===== src/rtl/move_select_ctrl.sv =====
// move_select_ctrl: serial best-move selector.
// Accepts one unsigned score per valid/ready transfer and keeps the running
// maximum plus the index of the transfer that produced it (ties: later wins).
// Optional build macro MOVE_SEL_ABORT_EN adds an abort input and an aborted
// status flag; without it a scan ends only after N_MOVES transfers or rst.
//
// state | meaning
// ------+----------------------------------------------------------
// IDLE  | waiting for start; previous scan result held on outputs
// SCAN  | accepting scores, score_ready high
// DONE  | one-cycle done pulse, result final; returns to IDLE
module move_select_ctrl #(
  parameter int SCORE_W = 6,
  parameter int N_MOVES = 64,
  parameter int IDX_W   = 6
) (
  input  logic               clk,
  input  logic               rst,
  input  logic               start,
  input  logic               score_valid,
  input  logic [SCORE_W-1:0] score_in,
`ifdef MOVE_SEL_ABORT_EN
  input  logic               abort,
  output logic               aborted,
`endif
  output logic               score_ready,
  output logic               busy,
  output logic               done,
  output logic [SCORE_W-1:0] best_score,
  output logic [IDX_W-1:0]   best_idx,
  output logic [IDX_W:0]     count
);

  typedef enum logic [1:0] {
    IDLE = 2'd0,
    SCAN = 2'd1,
    DONE = 2'd2
  } state_t;

  localparam logic [IDX_W:0] LAST_CNT = (IDX_W+1)'(N_MOVES - 1);
  localparam logic [IDX_W:0] CNT_ONE  = (IDX_W+1)'(1);

  state_t state, state_d;
  logic   start_scan;
  logic   xfer;
  logic   last_xfer;

  assign start_scan = (state == IDLE) && start;
  assign xfer       = (state == SCAN) && score_valid;
  assign last_xfer  = xfer && (count == LAST_CNT);

  // State register.
  always_ff @(posedge clk) begin
    if (rst) state <= IDLE;
    else     state <= state_d;
  end

  // Next-state decode and state-decoded handshake/status outputs.
  always_comb begin
    state_d     = state;
    score_ready = 1'b0;
    busy        = 1'b0;
    done        = 1'b0;
    case (state)
      IDLE: begin
        if (start) state_d = SCAN;
      end
      SCAN: begin
        score_ready = 1'b1;
        busy        = 1'b1;
        if (last_xfer) state_d = DONE;
`ifdef MOVE_SEL_ABORT_EN
        else if (abort) state_d = DONE;
`endif
      end
      DONE: begin
        busy    = 1'b1;
        done    = 1'b1;
        state_d = IDLE;
      end
      default: state_d = IDLE;
    endcase
  end

  // Running maximum, its index and the transfer count.
  always_ff @(posedge clk) begin
    if (rst || start_scan) begin
      best_score <= '0;
      best_idx   <= '0;
      count      <= '0;
    end else if (xfer) begin
      // First transfer loads unconditionally; >= makes the later of equal scores win.
      if ((count == '0) || (score_in >= best_score)) begin
        best_score <= score_in;
        best_idx   <= count[IDX_W-1:0];
      end
      count <= count + CNT_ONE;
    end
  end

`ifdef MOVE_SEL_ABORT_EN
  // Flag a scan that ended early; a coincident final transfer counts as normal completion.
  always_ff @(posedge clk) begin
    if (rst || start_scan)
      aborted <= 1'b0;
    else if ((state == SCAN) && abort && !last_xfer)
      aborted <= 1'b1;
  end
`endif

endmodule

===== config.mk =====
export PLATFORM = sky130hd
export DESIGN_NAME = move_select_ctrl
export DESIGN_NICKNAME = d
export VERILOG_FILES = /design/src/rtl/move_select_ctrl.sv
export SDC_FILE = /design/constraint.sdc
export NUM_CORES = 1
export LEC_CHECK = 0
export ABC_AREA = 0
export ABC_CLOCK_PERIOD_IN_PS = 2200
export BUFFER_PORTS_ARGS = -buffer_cell sky130_fd_sc_hd__buf_2
export CORE_MARGIN = 3
export CORE_UTILIZATION = 50
export DETAILED_ROUTE_END_ITERATION = 7
export PLACE_DENSITY = 0.85
export SLEW_MARGIN = 20
export SYNTH_ARGS = -nofsm -noshare
export SYNTH_HDL_FRONTEND = slang
export SYNTH_SLANG_ARGS = --single-unit

===== constraint.sdc =====
create_clock -name clk -period 2.2 [get_ports clk]
set_input_delay 0 -clock clk [delete_from_list [all_inputs] [get_ports clk]]
set_output_delay 0 -clock clk [all_outputs]
set_load 0.01 [all_outputs]

==> flow_summary.json <==
{
  "status": "completed",
  "die_x_um": 53.6,
  "dp_cells": 181,
  "min_path_type": "input pin to flip-flop",
  "grt-ovfl-total": 0,
  "cts-hold-fix-buffers": 1,
  "cts_buffers": 3,
  "synth_cell_types": 29,
  "cp_max_fo": 24,
  "port_buffers": 31,
  "synth_xor_area_share_pct": 3.10,
  "grt_pass1_wl_um": 4220,
  "num_vias": 1020,
  "synth_compound_area_share_pct": 23.3,
  "tns_ps": 0,
  "slowest_delay_ps": 460,
  "ir_drop_mv": 0.523,
  "core-area_um2": 2040,
  "synth_top_area_share_pct": 37.2,
  "antenna_cells": 0,
  "post_cts_buffers": 0,
  "critPathArrivalTime_ps": 2210,
  "wl_per_cell_um": 13.1,
  "min_from": "score_in[3]",
  "grt_pass1_vias": 978,
  "synthSimpleGateAreaFrac_pct": 13.4,
  "start_kind": "flip-flop",
  "clockRootBuffer": "clkbuf_4",
  "fin_cells": 186,
  "final_max_slew_viol_count": 0,
  "num_rows": 16,
  "synth_top_family_by_area": "compound AO/OA/AOI/OAI gates",
  "cts_tree": "yes",
  "synthAdderAreaFrac_pct": 14.4,
  "globalplace.congestion": 0.803,
  "grt_max_degree": 25,
  "yosysWarnings": 0,
  "wl_um": 2440,
  "crit_slowest_cell": "a31o_2",
  "viasPerCell": 5.48,
  "die_y_um": 53.6,
  "worst_slew_pin_slew_ps": 441,
  "netlist_area_um2": 1130,
  "rr_startpoint": "best_score[5]",
  "synthTopCellsByArea": "dfxtp_1, ha_1, a41o_1, a21oi_1, nand2_1",
  "clock_latency_ps": 310,
  "antenna_found_initial": 0,
  "syn_inst": 128,
  "syn_to_final_growth_pct": 19.1,
  "ant_nets": 0,
  "finalCritPeriodShare_pct": 90.5,
  "dieArea_um2": 2870,
  "avgSynthCellArea_um2": 8.84,
  "synth_seq_cells": 21,
  "hold_violations": 0,
  "synth-seq-area-share_pct": 37.2,
  "max_slew_margin_pct": 70.6,
  "cts.path.max_buffers": 2,
  "track_usage_pct": 19.9,
  "cp-end-kind": "flip-flop",
  "clkTransAtPathRegs_ps": 120,
  "cp.required_ps": 2420,
  "nets": 183,
  "p_per_area_nw_per_um2": 725,
  "drive_gt1_share_pct": 25.2,
  "ctsResizeCount": 0,
  "whs_ps": 54.8,
  "synth_nets": 151,
  "synthMuxAreaShare_pct": 1.77,
  "cp-startpoint": "best_score[5]",
  "p_leak_nw": 0.689,
  "max_cap_violations": 0,
  "synth.largest_area_cell": "dfxtp_1",
  "yosysMostFrequentCell": "dfxtp_1",
  "fillers": 183,
  "drt_pass1_iterations": 4,
  "crit_chain": "inv_1, ha_1, and3_1, a32oi_1, a31o_2, a211oi_1, a41o_1",
  "htreeDepth": 1,
  "hpwl_um": 1820,
  "fin_crit_ps": 1990,
  "fmaxAchievable_ghz": 0.502,
  "drt-initial-drc-count": 21,
  "io_pins": 32,
  "numClockSinks": 21,
  "crit_type": "flip-flop to flip-flop",
  "synth_edf_count": 0,
  "fin_skew_ps": 1.06,
  "initial_core_util_pct": 55.4,
  "rsz0062_at_grt": "no",
  "synth_ff_type": "dfxtp_1",
  "ys_async_sr_fraction_pct": 0,
  "setup_violations": 0,
  "route.detailed.drc": 0,
  "synth_common_cells": "dfxtp_1, a21oi_1, nand2_1, ha_1"
}
## state kept, by name, indices dropped and copies added (netlist names)
register    count
state           2
best_idx        6
best_score      6
count           7
## critical path, delay by kind of cell, from the launching register on
| family | cells | cell delay (ps) |
|---|---|---|
| buffers and inverters | 1 | 50 |
| and+or+nand+nor | 1 | 200 |
| AOI/OAI and AO/OA | 4 | 990 |
| DFF | 1 | 370 |
| adders and majority gates | 1 | 290 |
## metrics by stage
step | util [%] | cell area, um^2 | setup slack (ps) | total power (W)
2_1_floorplan | - | 1130 | 378 | 0.000704
3_3_place_gp | 64.2 | 1310 | 252 | 0.000779
3_5_place_dp | 64.2 | 1310 | 240 | 0.000797
4_1_cts | 66.0 | 1350 | 229 | 0.000987
5_1_grt | 66.0 | 1350 | 42.6 | 0.00106
6_report | 66.0 | 1350 | 208 | 0.000977
## cell type report
class                      instances  area (um^2)  share of cell area [%]
multi-input combinational         87          633                    47.0
sequential                        21          420                    31.2
timing repair buffer              35          188                    13.9
inverter                          12         45.0                    3.34
tap                               27         33.8                    2.51
clock buffer                       3         22.5                    1.67
clock inverter                     1         5.00                   0.371
## placed cells by master (no fill, tap or decap), types with 2 or more instances in the layout
cell type  synthesis  routed
xnor2_1            2       2
nor2_1             7       7
buf_2              2      31
a211oi_1           3       3
dfxtp_1           21      21
ha_1              13      13
inv_1             12      12
mux2i_1            2       2
a41o_1            12      12
nand2_1           15      15
buf_4              0       3
clkbuf_4           0       3
xor2_1             2       2
a21oi_1           15      15
## metal layers
| metal | vias up | routed length [um] | GRT usage, % |
|---|---|---|---|
| li1 | 522 | - | - |
| met1 | 468 | 1140 | 26.1 |
| met2 | 28 | 1140 | 31.2 |
| met3 | 2 | 155 | 6.37 |
| met4 | 0 | 8 | 5.96 |
| met5 | - | 0 | 0 |
## path summary, 6_finish.rpt
path,slack [ps],cells after the start,endpoint
setup / recovery,210,7,best_idx[1]
hold / removal,50,4,best_score[3]
setup reg to reg,210,7,best_idx[1]
hold reg to reg,500,1,best_idx[3]
## logic make-up after synthesis
group	count (synthesis)
fa+ha+maj	13
flops	21
simple gates	32
buf+inv	20
compound gates	36
mux	2
xor+xnor	4
## power by group
| part | leakage, nW | internal, W | total, W | switching, W |
|---|---|---|---|---|
| clock | 0.0177 | 0.0000679 | 0.000188 | 0.000120 |
| combinational | 0.502 | 0.000139 | 0.000353 | 0.000214 |
| sequential | 0.170 | 0.000409 | 0.000436 | 0.0000277 |
| total | 0.689 | 0.000616 | 0.000977 | 0.000361 |
Power figures use the tool's default switching activity.
